## src/rtl/ysyx_23060042_lsu.sv

```systemverilog
// rtl/ysyx_23060042_lsu.sv - single-outstanding load/store unit on a req/gnt/rvalid bus
// Optional misalignment faulting: define YSYX_23060042_LSU_MISALIGN_EN.
module ysyx_23060042_lsu #(
  parameter int TIMEOUT_CYC = 16,
  parameter int CNT_W       = 8
) (
  input  logic        clk,
  input  logic        rst_n,
  input  logic        in_valid,
  output logic        in_ready,
  input  logic [31:0] in_addr,
  input  logic [31:0] in_wdata,
  input  logic [2:0]  in_op,
  input  logic        in_store,
  output logic        out_valid,
  input  logic        out_ready,
  output logic [31:0] out_rdata,
  output logic        out_err,
  output logic        mem_req,
  input  logic        mem_gnt,
  output logic        mem_we,
  output logic [31:0] mem_addr,
  output logic [31:0] mem_wdata,
  output logic [3:0]  mem_wstrb,
  input  logic        mem_rvalid,
  input  logic [31:0] mem_rdata
);

  localparam logic [1:0] S_IDLE = 2'd0;
  localparam logic [1:0] S_REQ  = 2'd1;
  localparam logic [1:0] S_WAIT = 2'd2;
  localparam logic [1:0] S_DONE = 2'd3;

  localparam bit              LP_TO_EN = (TIMEOUT_CYC != 0);
  localparam logic [CNT_W-1:0] LP_LAST = CNT_W'(TIMEOUT_CYC - 1);

  logic [1:0]       r_state;
  logic [2:0]       r_op;
  logic [1:0]       r_alo;
  logic             r_store;
  logic [CNT_W-1:0] r_cnt;
  logic             r_mem_req;
  logic             r_mem_we;
  logic [31:0]      r_mem_addr;
  logic [31:0]      r_mem_wdata;
  logic [3:0]       r_mem_wstrb;
  logic             r_out_valid;
  logic             r_out_err;
  logic [31:0]      r_out_rdata;

  logic             w_illegal;
  logic             w_misalign;
  logic             w_timeout;
  logic [3:0]       w_wstrb;
  logic [31:0]      w_wdata;
  logic [7:0]       w_byte;
  logic [15:0]      w_half;
  logic [31:0]      w_ldata;

  assign w_illegal = (in_op == 3'b011) || (in_op[2:1] == 2'b11) || (in_store && in_op[2]);

`ifdef YSYX_23060042_LSU_MISALIGN_EN
  assign w_misalign = ((in_op[1:0] == 2'b01) && in_addr[0]) ||
                      ((in_op[1:0] == 2'b10) && (in_addr[1:0] != 2'b00));
`else
  assign w_misalign = 1'b0;
`endif

  // Counter value on the last permitted REQ/WAIT cycle; the next edge aborts.
  assign w_timeout = LP_TO_EN && (r_cnt == LP_LAST);

  always_comb begin
    w_wstrb = 4'b1111;
    w_wdata = in_wdata;
    case (in_op[1:0])
      2'b00: begin
        w_wstrb = 4'b0001 << in_addr[1:0];
        w_wdata = {4{in_wdata[7:0]}};
      end
      2'b01: begin
        w_wstrb = 4'b0011 << {in_addr[1], 1'b0};
        w_wdata = {2{in_wdata[15:0]}};
      end
      default: begin
        w_wstrb = 4'b1111;
        w_wdata = in_wdata;
      end
    endcase
  end

  always_comb begin
    w_byte = mem_rdata[7:0];
    case (r_alo)
      2'd0:    w_byte = mem_rdata[7:0];
      2'd1:    w_byte = mem_rdata[15:8];
      2'd2:    w_byte = mem_rdata[23:16];
      default: w_byte = mem_rdata[31:24];
    endcase
    w_half = r_alo[1] ? mem_rdata[31:16] : mem_rdata[15:0];
    case (r_op)
      3'b000:  w_ldata = {{24{w_byte[7]}}, w_byte};
      3'b001:  w_ldata = {{16{w_half[15]}}, w_half};
      3'b100:  w_ldata = {24'd0, w_byte};
      3'b101:  w_ldata = {16'd0, w_half};
      default: w_ldata = mem_rdata;
    endcase
  end

  always_ff @(posedge clk or negedge rst_n) begin
    if (!rst_n) begin
      r_state     <= S_IDLE;
      r_op        <= 3'd0;
      r_alo       <= 2'd0;
      r_store     <= 1'b0;
      r_cnt       <= '0;
      r_mem_req   <= 1'b0;
      r_mem_we    <= 1'b0;
      r_mem_addr  <= 32'd0;
      r_mem_wdata <= 32'd0;
      r_mem_wstrb <= 4'd0;
      r_out_valid <= 1'b0;
      r_out_err   <= 1'b0;
      r_out_rdata <= 32'd0;
    end else begin
      case (r_state)
        S_IDLE: begin
          if (in_valid) begin
            r_op    <= in_op;
            r_alo   <= in_addr[1:0];
            r_store <= in_store;
            r_cnt   <= '0;
            if (w_illegal || w_misalign) begin
              r_state     <= S_DONE;
              r_out_valid <= 1'b1;
              r_out_err   <= 1'b1;
              r_out_rdata <= 32'd0;
            end else begin
              r_state     <= S_REQ;
              r_mem_req   <= 1'b1;
              r_mem_we    <= in_store;
              r_mem_addr  <= {in_addr[31:2], 2'b00};
              r_mem_wdata <= w_wdata;
              r_mem_wstrb <= in_store ? w_wstrb : 4'd0;
            end
          end
        end
        S_REQ, S_WAIT: begin
          r_cnt <= r_cnt + 1'b1;
          if (w_timeout) begin
            r_state     <= S_DONE;
            r_mem_req   <= 1'b0;
            r_out_valid <= 1'b1;
            r_out_err   <= 1'b1;
            r_out_rdata <= 32'd0;
          end else if (r_state == S_REQ) begin
            if (mem_gnt) begin
              r_state   <= S_WAIT;
              r_mem_req <= 1'b0;
            end
          end else if (mem_rvalid) begin
            r_state     <= S_DONE;
            r_out_valid <= 1'b1;
            r_out_err   <= 1'b0;
            r_out_rdata <= r_store ? 32'd0 : w_ldata;
          end
        end
        default: begin
          if (out_ready) begin
            r_state     <= S_IDLE;
            r_out_valid <= 1'b0;
          end
        end
      endcase
    end
  end

  assign in_ready  = (r_state == S_IDLE);
  assign out_valid = r_out_valid;
  assign out_err   = r_out_err;
  assign out_rdata = r_out_rdata;
  assign mem_req   = r_mem_req;
  assign mem_we    = r_mem_we;
  assign mem_addr  = r_mem_addr;
  assign mem_wdata = r_mem_wdata;
  assign mem_wstrb = r_mem_wstrb;

endmodule
```

## config.mk

```make
export PLATFORM = sky130hd
export DESIGN_NAME = ysyx_23060042_lsu
export DESIGN_NICKNAME = d
export VERILOG_FILES = /design/src/rtl/ysyx_23060042_lsu.sv
export SDC_FILE = /design/constraint.sdc
export NUM_CORES = 1
export LEC_CHECK = 0
export ABC_AREA = 0
export BUFFER_PORTS_ARGS = -buffer_cell sky130_fd_sc_hd__buf_4
export CAP_MARGIN = 40
export CORE_ASPECT_RATIO = 0.7
export CORE_UTILIZATION = 29
export CTS_CLUSTER_DIAMETER = 80
export DETAILED_ROUTE_END_ITERATION = 6
export PLACE_DENSITY = 0.63
export SYNTH_ARGS = -nofsm -noshare
export SYNTH_HDL_FRONTEND = slang
export SYNTH_SLANG_ARGS = --single-unit
```

## constraint.sdc

```tcl
create_clock -name clk -period 2.9 [get_ports clk]
set_input_delay 0.29 -clock clk [delete_from_list [all_inputs] [get_ports clk]]
set_output_delay 0.29 -clock clk [all_outputs]
set_load 0.005 [all_outputs]
```

Word-level counts from Yosys, hierarchy flattened
Index checks and enable logic that the tools add are counted.
W data, S select, Z words.
{"block": "totals", "ff_bits": 118, "inputBits": 106, "output_inout_bits": 105, "elab_cells": 94}
{"block": "op_classes", "addsub": 1, "eq_ne": 20, "n_shift": 2, "n_mux": 40, "n_bitwise": 1, "n_reduce_logical": 17}
{"op": "$mux W32", "n": 6}
{"op": "$pmux W32 S2", "n": 2}
{"op": "$pmux W32 S4", "n": 1}
{"op": "$pmux W8 S3", "n": 1}
{"op": "$mux W16", "n": 1}
{"op": "$pmux W8 S2", "n": 1}
{"op": "$reduce_and A5 Y1", "n": 3}
{"op": "$mux W1", "n": 14}
{"op": "$mux W2", "n": 7}
{"op": "$ne A3 B3 Y1 const B", "n": 4}
{"op": "$add A8 B1 Y8 const B", "n": 1}
{"op": "$eq A8 B4 Y1 const B", "n": 1}
{"op": "$mux W8", "n": 1}
{"op": "$ne A4 B4 Y1 const B", "n": 2}
{"op": "$pmux W4 S2", "n": 1}
{"op": "$eq A2 B1 Y1 const B", "n": 3}
{"op": "$eq A2 B2 Y1 const B", "n": 3}
{"op": "$eq A3 B3 Y1 const B", "n": 2}
{"op": "$logic_not A2 Y1", "n": 3}
{"op": "$pmux W1 S2", "n": 3}
{"op": "$mux W4", "n": 1}
{"op": "$ne A2 B2 Y1 const B", "n": 2}
{"op": "$pmux W2 S2", "n": 1}
{"op": "$reduce_and A2 Y1", "n": 2}
{"op": "14 further kinds", "n": 15}

Longest topological paths before layout
Gate-level depths: netlist of the first run.
{"block": "logic_depth", "word_depth": 8, "ltp_mapped": 9, "depth_no_buf": 6}

Least setup slack after synthesis of the first run
No wires, ideal clock.
{"block": "synth_path", "path_type": "reg-to-reg", "from": "register r_state[0]", "to": "register r_out_rdata[1] (netlist: out_rdata[1])", "setup_ns": 0.104, "t_arrival_ns": 1.957, "required_ns": 2.796, "path_slack_ns": 0.840, "path_stages_with_launch": 10, "path_buffers": 3, "period_less_slack_ns": 2.060, "path_cell_list": "dfrtp_1 -> inv_1 -> ha_1 -> buf_2 -> nand2b_1 -> a32o_1 -> or2_1 -> buf_2 -> buf_6 -> o41ai_2"}
{"block": "synth_via", "word_cells_on_any_way": 11, "classes_between": "eq/ne: 6; mux: 1; reduce/logical: 4"}
{"item": "start: declaration", "line_no": "37", "source": "logic [1:0] r_state;"}
{"item": "start signal: assignment", "line_no": "111", "source": "r_state <= S_IDLE;"}
{"item": "start signal: assignment", "line_no": "133", "source": "r_state <= S_DONE;"}
{"item": "start signal: assignment", "line_no": "138", "source": "r_state <= S_REQ;"}
{"item": "$logic_not A2 Y1 *"}
{"item": "named net in_ready", "line_no": "10", "source": "output logic in_ready,"}
{"item": "$ne A2 B1 Y1 (no line), or another cell as far along"}
{"item": "$reduce_and A5 Y1 (no line)"}
{"item": "end signal: assignment", "line_no": "164", "source": "r_out_rdata <= r_store ? 32'd0 : w_ldata;"}
{"item": "end: declaration", "line_no": "49", "source": "logic [31:0] r_out_rdata;"}
Mark *: on every way through the listed nets, which the timed path passes. The rest lies on a longest branch.
A chain may end at the register's enable or synchronous reset.

Worst setup path after layout of the first run
{"block": "layout_path", "from": "register r_state[1]", "to": "register r_out_rdata[8] (netlist: out_rdata[8])"}
{"block": "layout_via", "elab_chain_len": 4, "word_cells_on_any_way": 11, "classes_between": "eq/ne: 6; mux: 1; reduce/logical: 4"}
{"item": "$eq A2 B1 Y1 / $eq A2 B2 Y1 (equally long branches)", "line_no": "125, 155"}
{"item": "$reduce_or A2 Y1", "line_no": "125", "source": "case (r_state)"}
{"item": "$ne A3 B3 Y1 (no line) / $reduce_bool A2 Y1 (equally long branches)"}
{"item": "$reduce_and A5 Y1 (no line)"}
Several ways; a longest one is shown, not always the timed one.

==> tab_implementation.tex, run 1 <==
\begin{tabular}{lr}
\hline
Metric & Value \\
\hline
\multicolumn{2}{l}{\textbf{GRT}} \\
\quad Initial antenna violation count & 0 \\
\quad Global-route wire length before repair & 26600 µm \\
\quad Pin count of the biggest net entering global routing & 92 \\
\quad Vias in the first global route & 4754 \\
\quad Leftover overflow at the end of global routing & 0 \\
\quad Total Routing Usage GR & 17.2\% \\
\multicolumn{2}{l}{\textbf{Worst setup path}} \\
\quad Setup crit start & r\_state[1]\$\_DFFE\_PN0P\_ \\
\quad CP startpoint kind & flip-flop \\
\quad Count of buffering cells on the critical path with inverters included & 2 \\
\quad Crit-path max cell delay & 420 ps \\
\quad Standard cell with the maximum stage delay on the critical path & dfrtp\_1 \\
\quad Slack of the worst reg-to-reg path & 460 ps \\
\quad Req. time, crit path & 3190 ps \\
\quad Kind of end point of the critical path & flip-flop \\
\quad Class of the most critical setup path & reg2reg \\
\quad Critical path data arrival time & 2720 ps \\
\quad Reg-to-Reg Start & r\_state[1]\$\_DFFE\_PN0P\_ \\
\quad Cell-by-cell trace of the critical path & inv\_1 > ha\_1 > nand2\_2 > a32o\_1 > or2\_1 > buf\_4 > o41ai\_1 \\
\quad Highest net fanout along the worst path & 17 \\
\quad CP delay by family, top & compound AO/OA/AOI/OAI gates \\
\multicolumn{2}{l}{\textbf{Power}} \\
\quad Worst ir drop on vdd & 0.000468 V \\
\quad Cell leakage power & 0.00386 µW \\
\quad Power per cell area & 1050 nW/µm² \\
\multicolumn{2}{l}{\textbf{Clocking}} \\
\quad Clk Latency, worst-skew pair & 410 ps \\
\quad CTS clock-pin slew for the worst setup and hold paths & 60 ps \\
\quad TritonCTS clock tree & yes \\
\quad Post-CTS Hold Buffers & 1 \\
\quad Number of buffers added for setup after CTS & 0 \\
\quad Cts bufs inserted & 17 \\
\quad Root cell of the clock tree & clkbuf\_16 \\
\quad Number of sinks on the clock net & 118 \\
\quad Post-cts resize count & 0 \\
\quad Number of H-tree levels & 4 \\
\quad Bufs on Longest Clock Path & 2 \\
\multicolumn{2}{l}{\textbf{Cells and area}} \\
\quad Number of inserted diodes & 0 \\
\quad Layout filler cell count & 1858 \\
\quad Share of cells above drive strength 1 & 41.5\% \\
\quad Layout Utilization & 42.5\% \\
\quad Area Overhead vs Synth & 41.7\% \\
\quad Fin nets & 843 \\
\quad Number of standard cells in the final layout excluding fillers & 1004 \\
\multicolumn{2}{l}{\textbf{Synth}} \\
\quad Cells after synthesis & 532 \\
\quad Fraction of post-synthesis cell area in the top cell type by area & 51.4\% \\
\quad Sequential cell area fraction in the yosys report & 51.4\% \\
\quad Mean cell area of the mapped netlist & 10.8 µm² \\
\quad Count of unique library cells instantiated by Yosys & 52 \\
\quad Most common cell in the synthesized netlist & dfrtp\_1 \\
\quad Cell type contributing the most total cell area after synthesis & dfrtp\_1 \\
\quad Post-synth EDFFs & 0 \\
\quad Proportion of synthesized flip-flops having asynchronous set or reset & 100\% \\
\quad Post-synth top flop & dfrtp\_1 \\
\quad Mapped cell area & 5750 µm² \\
\quad Largest cells by area after synthesis & dfrtp\_1 51\%, mux2\_2 9.6\%, o21ai\_0 6.1\%, mux2i\_1 5.4\%, o31ai\_1 3.5\% \\
\quad Count of warnings emitted by yosys & 0 \\
\quad Ranking of synthesized cells by instance count & 118 x dfrtp\_1, 70 x o21ai\_0, 49 x mux2\_2 \\
\quad Synth Register Bits & 118 \\
\multicolumn{2}{l}{\textbf{Timing}} \\
\quad Unrepaired setup endpoints after global routing & no \\
\quad Final Skew & 8.98 ps \\
\quad Crit share post-route & 84.0\% \\
\quad Setup TNS Final & 0 ps \\
\quad Relative slew slack & 42.5\% \\
\quad Shortest period the worst path allows & 2440 ps \\
\quad Post-Route Hold Slack & 102 ps \\
\quad Pins over their slew limit & 0 \\
\quad Number of endpoints failing setup at the final stage & 0 \\
\quad Highest Clock Rate & 411 MHz \\
\quad Setup slack of the critical path after layout & 464 ps \\
\quad Slew at the pin closest to its max-slew limit & 862 ps \\
\quad Final Hold Violating Endpoints & 0 \\
\multicolumn{2}{l}{\textbf{Placed design}} \\
\quad Gpl congestion & 0.820 \\
\quad Half-perimeter wire length of the detailed placement result & 12500 µm \\
\quad Port buffer count & 208 \\
\quad Cells after DPL & 974 \\
\quad Setup Slack @ Placement & 493 ps \\
\multicolumn{2}{l}{\textbf{Route}} \\
\quad Remaining DRCs & 0 \\
\quad 1st-pass router iterations & 5 \\
\quad 1st-iter DRT viols & 364 \\
\quad Total length of routed wires & 17200 µm \\
\quad Avg Vias per Cell & 4.91 \\
\quad Count of antenna-violating nets left after detailed routing & 0 \\
\quad Via total after detailed routing & 4926 \\
\quad Drt wl/cell & 17.1 µm \\
\multicolumn{2}{l}{\textbf{Worst hold path}} \\
\quad Startpoint of the tightest hold check path & in\_addr[29] \\
\quad Type of the tightest min-delay check & in2reg \\
\multicolumn{2}{l}{\textbf{Floorplanning}} \\
\quad DIE HEIGHT & 120 µm \\
\quad Initial Utilization & 30.0\% \\
\quad Floorplan Core Area & 19200 µm² \\
\quad Width of the die & 170 µm \\
\quad Standard-cell row count & 42 \\
\quad Number of primary I/O pins & 211 \\
\quad Total Die Area & 20400 µm² \\
\multicolumn{2}{l}{\textbf{Flow run}} \\
\quad Max-cap violations & 0 \\
\multicolumn{2}{l}{\textbf{Outcome}} \\
\quad Run status & finished clean \\
\hline
\end{tabular}
sequential cells by signal, summed over array words and instances, names as in the netlist, 2 cells and up:
| signal | cells |
|---|---|
| r_alo | 2 |
| mem_wdata | 32 |
| out_rdata | 32 |
| mem_wstrb | 4 |
| r_state | 2 |
| r_cnt | 8 |
| r_op | 3 |
| mem_addr | 30 |
metal layers:
metal / vias to the layer above / GRT usage (%) / wire, µm
met4: 0 / 4.67 / 153
li1: 2323 / - / -
met1: 2377 / 25.3 / 8530
met2: 213 / 23.0 / 6890
met3: 13 / 6.60 / 1590
met5: - / 0 / 0
cell type report:
cell class | instances | area (µm²) | area share [%]
sequential | 118 | 2950 | 36.2
multi-input combinational | 364 | 2570 | 31.5
timing repair buffer | 218 | 1660 | 20.4
clock buffer | 20 | 467 | 5.73
tap | 264 | 330 | 4.05
clock inverter | 9 | 128 | 1.57
inverter | 11 | 41.3 | 0.507
stage by stage:
| stage | total power [µW] | area, µm² |
|---|---|---|
| final | 8560 | 8150 |
| after global routing | 9140 | 8150 |
| after CTS | 8640 | 8150 |
| after detailed placement | 6450 | 7540 |
| after global placement | 6390 | 7540 |
| after floorplan | 4800 | 5750 |
cells by family after synthesis:
group / after synthesis / share of synthesized area [%]
adders and majority gates: 7 / 1.52
DFF: 118 / 51.4
and+or+nand+nor: 119 / 9.71
buffers and inverters: 51 / 4.07
muxes: 81 / 15.4
other: 1 / 0.0652
AOI/OAI and AO/OA: 155 / 17.9
final timing paths:
kind / endpoint / cells past startpoint
worst max-delay path: out_rdata[8]$_DFFE_PN0P_ / 7
worst min register to register: mem_wdata[26]$_DFFE_PN0P_ / 2
min in group asynchronous: out_rdata[21]$_DFFE_PN0P_ / 2
worst max register to register: out_rdata[8]$_DFFE_PN0P_ / 7
worst min-delay path: mem_addr[29]$_DFFE_PN0P_ / 2
max in group asynchronous: mem_addr[26]$_DFFE_PN0P_ / 3
report_power, final:
group / switching (µW) / internal (µW) / leakage (µW)
Sequential: 487 / 2320 / 0.00149
Combinational: 1820 / 1790 / 0.00209
Clock: 749 / 1400 / 0.000286
Total: 3050 / 5510 / 0.00386
placed cells by master (no fill, tap or decap), types with 3 or more instances in the layout:
| cell | netlist | routed |
|---|---|---|
| a21oi_1 | 15 | 15 |
| a221oi_1 | 7 | 7 |
| a222oi_1 | 6 | 6 |
| and3_1 | 3 | 3 |
| buf_4 | 2 | 215 |
| bufinv_16 | 0 | 3 |
| clkbuf_16 | 0 | 17 |
| clkbuf_8 | 0 | 3 |
| clkinv_2 | 0 | 3 |
| clkinvlp_4 | 0 | 3 |
| dfrtp_1 | 118 | 118 |
| ha_1 | 7 | 7 |
| inv_1 | 10 | 10 |
| mux2_2 | 49 | 49 |
| mux2i_1 | 31 | 31 |
| nand2_1 | 40 | 40 |
| nand2b_1 | 6 | 6 |
| nand3_1 | 5 | 5 |
| nor2_1 | 40 | 40 |
| nor2b_1 | 11 | 11 |
| o21ai_0 | 70 | 70 |
| o21ai_1 | 4 | 4 |
| o2bb2ai_1 | 5 | 5 |
| o31ai_1 | 27 | 27 |
| o41ai_1 | 4 | 4 |
worst reg2reg max path, stage by stage, from the launching register on:
cell     delay [ps]
dfrtp_1         420
inv_1           120
ha_1            350
nand2_2         200
a32o_1          340
or2_1           260
buf_4           210
o41ai_1         420
Power figures use the tool's default switching activity.
==> run 2: changes to the inputs <==
--- a/config.mk
+++ b/config.mk
@@ -5,14 +5,14 @@
 export SDC_FILE = /design/constraint.sdc
 export NUM_CORES = 1
 export LEC_CHECK = 0
-export ABC_AREA = 0
+export ABC_AREA = 1
 export BUFFER_PORTS_ARGS = -buffer_cell sky130_fd_sc_hd__buf_4
 export CAP_MARGIN = 40
 export CORE_ASPECT_RATIO = 0.7
 export CORE_UTILIZATION = 29
 export CTS_CLUSTER_DIAMETER = 80
 export DETAILED_ROUTE_END_ITERATION = 6
-export PLACE_DENSITY = 0.63
+export PLACE_DENSITY = 0.62
 export SYNTH_ARGS = -nofsm -noshare
 export SYNTH_HDL_FRONTEND = slang
 export SYNTH_SLANG_ARGS = --single-unit
==> constraint.sdc (replaced) <==
create_clock -name clk -period 2.5 [get_ports clk]
set_input_delay 0.25 -clock clk [delete_from_list [all_inputs] [get_ports clk]]
set_output_delay 0.25 -clock clk [all_outputs]
set_load 0.005 [all_outputs]
==> tab_implementation.tex, run 2 <==
\begin{tabular}{lr}
\hline
Metric & Value \\
\hline
\multicolumn{2}{l}{\textbf{Outcome}} \\
\quad Run status & finished clean \\
\multicolumn{2}{l}{\textbf{GRT}} \\
\quad Global-route wire length before repair & 29600 µm \\
\quad Leftover overflow at the end of global routing & 0 \\
\quad Total Routing Usage GR & 17.9\% \\
\quad Initial antenna violation count & 0 \\
\quad Vias in the first global route & 5585 \\
\quad Pin count of the biggest net entering global routing & 62 \\
\multicolumn{2}{l}{\textbf{Route}} \\
\quad Via total after detailed routing & 5872 \\
\quad Count of antenna-violating nets left after detailed routing & 0 \\
\quad Total length of routed wires & 18500 µm \\
\quad Avg Vias per Cell & 4.57 \\
\quad Drt wl/cell & 14.4 µm \\
\quad 1st-iter DRT viols & 253 \\
\quad Remaining DRCs & 0 \\
\quad 1st-pass router iterations & 5 \\
\multicolumn{2}{l}{\textbf{Timing}} \\
\quad Pins over their slew limit & 0 \\
\quad Setup TNS Final & 0 ps \\
\quad Crit share post-route & 85.6\% \\
\quad Unrepaired setup endpoints after global routing & no \\
\quad Relative slew slack & 62.3\% \\
\quad Number of endpoints failing setup at the final stage & 0 \\
\quad Setup slack of the critical path after layout & 361 ps \\
\quad Slew at the pin closest to its max-slew limit & 565 ps \\
\quad Final Hold Violating Endpoints & 0 \\
\quad Final Skew & 12.9 ps \\
\quad Highest Clock Rate & 467 MHz \\
\quad Post-Route Hold Slack & 26.9 ps \\
\quad Shortest period the worst path allows & 2140 ps \\
\multicolumn{2}{l}{\textbf{Synth}} \\
\quad Synth Register Bits & 118 \\
\quad Post-synth EDFFs & 0 \\
\quad Fraction of post-synthesis cell area in the top cell type by area & 49.4\% \\
\quad Cells after synthesis & 799 \\
\quad Mapped cell area & 5980 µm² \\
\quad Mean cell area of the mapped netlist & 7.49 µm² \\
\quad Post-synth top flop & dfrtp\_1 \\
\quad Count of warnings emitted by yosys & 0 \\
\quad Sequential cell area fraction in the yosys report & 49.4\% \\
\quad Cell type contributing the most total cell area after synthesis & dfrtp\_1 \\
\quad Largest cells by area after synthesis & dfrtp\_1 49\%, nand2\_1 21\%, o21ai\_0 5.0\%, nor2\_1 4.4\%, nand3\_1 4.1\% \\
\quad Most common cell in the synthesized netlist & nand2\_1 \\
\quad Proportion of synthesized flip-flops having asynchronous set or reset & 100\% \\
\quad Count of unique library cells instantiated by Yosys & 28 \\
\quad Ranking of synthesized cells by instance count & 336 x nand2\_1, 118 x dfrtp\_1, 70 x nor2\_1 \\
\multicolumn{2}{l}{\textbf{Power}} \\
\quad Worst ir drop on vdd & 0.000407 V \\
\quad Power per cell area & 1210 nW/µm² \\
\quad Cell leakage power & 0.00461 µW \\
\multicolumn{2}{l}{\textbf{Placed design}} \\
\quad Half-perimeter wire length of the detailed placement result & 13500 µm \\
\quad Setup Slack @ Placement & 361 ps \\
\quad Gpl congestion & 0.816 \\
\quad Cells after DPL & 1251 \\
\quad Port buffer count & 208 \\
\multicolumn{2}{l}{\textbf{Clocking}} \\
\quad Clk Latency, worst-skew pair & 410 ps \\
\quad Root cell of the clock tree & clkbuf\_16 \\
\quad Number of buffers added for setup after CTS & 0 \\
\quad Bufs on Longest Clock Path & 2 \\
\quad TritonCTS clock tree & yes \\
\quad Number of sinks on the clock net & 118 \\
\quad Number of H-tree levels & 4 \\
\quad CTS clock-pin slew for the worst setup and hold paths & 60 ps \\
\quad Post-cts resize count & 0 \\
\quad Cts bufs inserted & 17 \\
\multicolumn{2}{l}{\textbf{Worst setup path}} \\
\quad Req. time, crit path & 2760 ps \\
\quad Count of buffering cells on the critical path with inverters included & 2 \\
\quad Standard cell with the maximum stage delay on the critical path & dfrtp\_1 \\
\quad Highest net fanout along the worst path & 34 \\
\quad Kind of end point of the critical path & flip-flop \\
\quad Crit-path max cell delay & 460 ps \\
\quad CP delay by family, top & simple AND/OR/NAND/NOR gates \\
\quad CP startpoint kind & flip-flop \\
\quad Class of the most critical setup path & reg2reg \\
\quad Critical path data arrival time & 2400 ps \\
\quad Cell-by-cell trace of the critical path & inv\_1 > ha\_1 > inv\_1 > nor2\_1 > nor2\_1 > nand2\_2 > nand3b\_4 > nand2\_1 > o21ai\_0 \\
\multicolumn{2}{l}{\textbf{Worst hold path}} \\
\quad Type of the tightest min-delay check & in2reg \\
\multicolumn{2}{l}{\textbf{Floorplanning}} \\
\quad Floorplan Core Area & 20000 µm² \\
\quad Width of the die & 174 µm \\
\quad DIE HEIGHT & 122 µm \\
\quad Number of primary I/O pins & 211 \\
\quad Total Die Area & 21200 µm² \\
\quad Initial Utilization & 29.9\% \\
\quad Standard-cell row count & 43 \\
\multicolumn{2}{l}{\textbf{Cells and area}} \\
\quad Number of inserted diodes & 0 \\
\quad Area Overhead vs Synth & 40.3\% \\
\quad Layout Utilization & 41.9\% \\
\quad Layout filler cell count & 2122 \\
\quad Share of cells above drive strength 1 & 26.7\% \\
\quad Most common library cell in the layout ignoring fill and taps & nand2\_1 \\
\quad Number of standard cells in the final layout excluding fillers & 1284 \\
\quad Commonest non-fill, non-tap cells in the layout & 336 x nand2\_1, 217 x buf\_4, 118 x dfrtp\_1 \\
\quad Fin nets & 1114 \\
\multicolumn{2}{l}{\textbf{Flow run}} \\
\quad Max-cap violations & 0 \\
\hline
\end{tabular}
-- run 2: cell types whose count changed after synthesis, moves of 9 or more --
| cell | change |
|---|---|
| a21oi_1 | +12 |
| clkbuf_1 | -9 |
| inv_1 | +39 |
| mux2_2 | -49 |
| mux2i_1 | -31 |
| nand2_1 | +296 |
| nand3_1 | +44 |
| nor2_1 | +30 |
| nor2b_1 | -11 |
| o21ai_0 | -10 |
| o31ai_1 | -27 |
-- run 2: final timing paths --
check,start,endpoint,slack (ps),cells past startpoint
setup / recovery,r_state[1]$_DFFE_PN0P_,out_rdata[7]$_DFFE_PN0P_,360,9
hold / removal,in_addr[9],mem_addr[9]$_DFFE_PN0P_,30,3
setup reg to reg,r_state[1]$_DFFE_PN0P_,out_rdata[7]$_DFFE_PN0P_,360,9
hold reg to reg,mem_addr[28]$_DFFE_PN0P_,mem_addr[28]$_DFFE_PN0P_,470,2
max in group asynchronous,rst_n,mem_wstrb[2]$_DFFE_PN0P_,1390,3
min in group asynchronous,rst_n,out_rdata[10]$_DFFE_PN0P_,380,2
-- run 2: logic make-up (layout without fill, tap and decap cells) --
logic type | count (synthesis) | count (layout) | share of synthesized area, %
DFF | 118 | 118 | 49.4
and+or+nand+nor | 487 | 487 | 34.1
buffers and inverters | 93 | 307 | 7.07
other | 1 | 2 | 0.0627
adders and majority gates | 7 | 7 | 1.46
AOI/OAI and AO/OA | 93 | 93 | 7.97
-- run 2: cell type report --
class                           count  area (µm²)  area share, %
Tap cell                          270         338           4.03
Sequential cell                   118        2950           35.2
Inverter                           55         206           2.46
Timing Repair Buffer              220        1680           20.0
Clock inverter                     14         174           2.07
Multi-Input combinational cell    589        2610           31.1
Clock buffer                       18         429           5.12
-- run 2: power breakdown --
group	total, µW	internal, µW	switching [µW]
clock network	2520	1580	946
logic	4420	1870	2550
registers	3200	2670	523
total	10100	6120	4020
-- run 2: tightest hold or removal path, delay by kind of cell --
| family | cells | cell delay, ps |
|---|---|---|
| buf+inv | 1 | 70 |
| simple gates | 2 | 90 |
-- run 2: metal layers --
metal | up-vias | GRT usage, % | part of all wire, %
li1 | 2921 | - | -
met1 | 2714 | 24.2 | 47
met2 | 225 | 26.5 | 43
met3 | 12 | 6.65 | 9.8
met4 | 0 | 5.54 | 0.90
met5 | - | 0 | 0
-- run 2: repair_timing --
item | 4_1_cts | 5_1_grt
setup endpoints to repair | 0 | 0
endpoints found under the hold margin | 40 | 0
hold buffers | 1 | 0
-- run 2: through the flow --
stage | total power [µW] | cell area (µm²)
CTS | 10300 | 8390
floorplan | 5850 | 5980
global placement | 7600 | 7770
detailed placement | 7680 | 7770
global route | 11000 | 8390
finish | 10100 | 8390
==> run 3: changes to the inputs <==
--- a/config.mk
+++ b/config.mk
@@ -9,10 +9,10 @@
 export BUFFER_PORTS_ARGS = -buffer_cell sky130_fd_sc_hd__buf_4
 export CAP_MARGIN = 40
 export CORE_ASPECT_RATIO = 0.7
-export CORE_UTILIZATION = 29
+export CORE_UTILIZATION = 35
 export CTS_CLUSTER_DIAMETER = 80
 export DETAILED_ROUTE_END_ITERATION = 6
-export PLACE_DENSITY = 0.62
+export PLACE_DENSITY = 0.71
 export SYNTH_ARGS = -nofsm -noshare
 export SYNTH_HDL_FRONTEND = slang
 export SYNTH_SLANG_ARGS = --single-unit
==> tab_implementation.tex, run 3 (synthesized netlist as in run 2, its figures left out) <==
\begin{tabular}{lr}
\hline
Metric & Value \\
\hline
\multicolumn{2}{l}{\textbf{Clocking}} \\
\quad Number of H-tree levels & 4 \\
\quad Clk Latency, worst-skew pair & 420 ps \\
\quad TritonCTS clock tree & yes \\
\quad CTS clock-pin slew for the worst setup and hold paths & 60 ps \\
\quad Bufs on Longest Clock Path & 2 \\
\quad Root cell of the clock tree & clkbuf\_16 \\
\quad Number of buffers added for setup after CTS & 0 \\
\quad Number of sinks on the clock net & 118 \\
\quad Cts bufs inserted & 17 \\
\multicolumn{2}{l}{\textbf{Worst setup path}} \\
\quad Class of the most critical setup path & reg2reg \\
\quad Highest net fanout along the worst path & 34 \\
\quad CP delay by family, top & simple AND/OR/NAND/NOR gates \\
\quad Kind of end point of the critical path & flip-flop \\
\quad Critical path data arrival time & 2420 ps \\
\quad R2R Path End & out\_rdata[7]\$\_DFFE\_PN0P\_ \\
\quad Cell-by-cell trace of the critical path & inv\_1 > ha\_1 > inv\_1 > nor2\_1 > nor2\_1 > nand2\_2 > nand3b\_4 > nand2\_1 > o21ai\_0 \\
\quad Reg-to-Reg Start & r\_state[0]\$\_DFFE\_PN0P\_ \\
\quad Slack of the worst reg-to-reg path & 370 ps \\
\quad Standard cell with the maximum stage delay on the critical path & dfrtp\_1 \\
\quad Req. time, crit path & 2790 ps \\
\quad Count of buffering cells on the critical path with inverters included & 2 \\
\quad CP startpoint kind & flip-flop \\
\quad Crit-path max cell delay & 420 ps \\
\quad Cell count of the worst reg-to-reg path & 9 \\
\multicolumn{2}{l}{\textbf{GRT}} \\
\quad Vias in the first global route & 5576 \\
\quad Grt peak-use layer & met2 \\
\quad Initial antenna violation count & 0 \\
\quad Grt met2 use & 32.4\% \\
\quad Routing usage on met1 & 27.7\% \\
\quad Met3 track demand over resource & 7.79\% \\
\quad Global-route wire length before repair & 28600 µm \\
\quad Leftover overflow at the end of global routing & 0 \\
\quad Pin count of the biggest net entering global routing & 92 \\
\quad Total Routing Usage GR & 21.1\% \\
\multicolumn{2}{l}{\textbf{Route}} \\
\quad Total length of routed wires & 17400 µm \\
\quad Count of antenna-violating nets left after detailed routing & 0 \\
\quad 1st-pass router iterations & 4 \\
\quad Drt wl/cell & 14.1 µm \\
\quad Via total after detailed routing & 5833 \\
\quad Avg Vias per Cell & 4.72 \\
\quad Remaining DRCs & 0 \\
\quad 1st-iter DRT viols & 353 \\
\multicolumn{2}{l}{\textbf{Timing}} \\
\quad Unrepaired setup endpoints after global routing & no \\
\quad Number of endpoints failing setup at the final stage & 0 \\
\quad Slew at the pin closest to its max-slew limit & 729 ps \\
\quad Post-Route Hold Slack & 23.6 ps \\
\quad Pins over their slew limit & 0 \\
\quad Shortest period the worst path allows & 2130 ps \\
\quad Crit share post-route & 85.1\% \\
\quad Highest Clock Rate & 470 MHz \\
\quad Final Hold Violating Endpoints & 0 \\
\quad Setup TNS Final & 0 ps \\
\quad Final Skew & 8.87 ps \\
\quad Relative slew slack & 51.4\% \\
\multicolumn{2}{l}{\textbf{Floorplanning}} \\
\quad DIE HEIGHT & 111 µm \\
\quad Floorplan Core Area & 16500 µm² \\
\quad Number of primary I/O pins & 211 \\
\quad Total Die Area & 17600 µm² \\
\quad Initial Utilization & 36.3\% \\
\quad Width of the die & 158 µm \\
\quad Standard-cell row count & 39 \\
\multicolumn{2}{l}{\textbf{Cells and area}} \\
\quad Register Area & 2950 µm² \\
\quad Share of cells above drive strength 1 & 26.7\% \\
\quad Number of inserted diodes & 0 \\
\quad Commonest non-fill, non-tap cells in the layout & 336 x nand2\_1, 215 x buf\_4, 118 x dfrtp\_1 \\
\quad Area occupied by multi-input gates & 2610 µm² \\
\quad Area Overhead vs Synth & 39.1\% \\
\quad Fin nets & 1112 \\
\quad Most common library cell in the layout ignoring fill and taps & nand2\_1 \\
\quad Layout filler cell count & 1631 \\
\multicolumn{2}{l}{\textbf{Worst hold path}} \\
\quad Hold path cells & 3 \\
\quad Type of the tightest min-delay check & in2reg \\
\quad Startpoint of the tightest hold check path & in\_addr[10] \\
\quad Terminating pin of the worst hold path & mem\_addr[10]\$\_DFFE\_PN0P\_ \\
\multicolumn{2}{l}{\textbf{Power}} \\
\quad Power per cell area & 1210 nW/µm² \\
\quad Cell leakage power & 0.00460 µW \\
\quad Worst ir drop on vdd & 0.000592 V \\
\multicolumn{2}{l}{\textbf{Placed design}} \\
\quad Port buffer count & 208 \\
\quad Gpl congestion & 0.835 \\
\quad Half-perimeter wire length of the detailed placement result & 12700 µm \\
\multicolumn{2}{l}{\textbf{Flow run}} \\
\quad Max-cap violations & 0 \\
\multicolumn{2}{l}{\textbf{Outcome}} \\
\quad Run status & finished clean \\
\hline
\end{tabular}
## run 3: changes by cell type in the layout (fill, tap and decap cells not counted), sizes merged
cell,previous run,this run
bufinv,3,2
clkbuf,18,17
buf,219,217
clkinv,7,1
inv,58,66
## run 3: per-layer routing
metal	up-vias	share of wire, %
li1	2918	-
met1	2685	45
met2	213	45
met3	17	9.6
met4	0	1.2
met5	-	0
## run 3: timing repair
action,in CTS,in global routing
gates resized for setup,0,0
hold buffers,1,0
endpoints found under the hold margin,50,0
## run 3: stage by stage
step | area (µm²) | util (%) | setup WS (ps) | total power [µW] | instances
after floorplan | 5980 | - | 780 | 5850 | 800
after global placement | 7700 | 46.7 | 490 | 7500 | 1204
after detailed placement | 7700 | 46.7 | 369 | 7600 | 1204
after CTS | 8320 | 50.4 | 363 | 10200 | 1237
after global routing | 8320 | 50.4 | 90.1 | 11000 | 1237
final | 8320 | 50.4 | 372 | 10100 | 1237
## run 3: tightest hold or removal path, delay by kind of cell
kind | cells | cell delay (ps)
buffers and inverters | 1 | 80
AND/OR/NAND/NOR | 2 | 90
## run 3: worst max-delay path by stage
stage                                start                   endpoint  slack [ps]  cells after the start
floorplan           r_state[0]$_DFFE_PN0P_  out_rdata[16]$_DFFE_PN0P_         780                     10
CTS                 r_state[0]$_DFFE_PN0P_  out_rdata[14]$_DFFE_PN0P_         360                      9
finish              r_state[0]$_DFFE_PN0P_   out_rdata[7]$_DFFE_PN0P_         370                      9
global placement    r_state[0]$_DFFE_PN0P_   out_rdata[7]$_DFFE_PN0P_         490                      9
detailed placement  r_state[0]$_DFFE_PN0P_   out_rdata[7]$_DFFE_PN0P_         370                      8
global route        r_state[0]$_DFFE_PN0P_   out_rdata[7]$_DFFE_PN0P_          90                      9
## run 3: where the power goes
group	switching (µW)	internal [µW]	total [µW]
Clock	1020	1510	2530
Sequential	537	2670	3210
Combinational	2500	1850	4350
Total	4050	6040	10100
## run 3: cell type report
class | instances | area share, %
clock buffers | 17 | 5.11
clock inverters | 15 | 2.17
inverters | 55 | 2.48
multi-input cells | 589 | 31.4
flip-flops and latches | 118 | 35.5
well taps | 225 | 3.38
repair buffers | 218 | 20.0
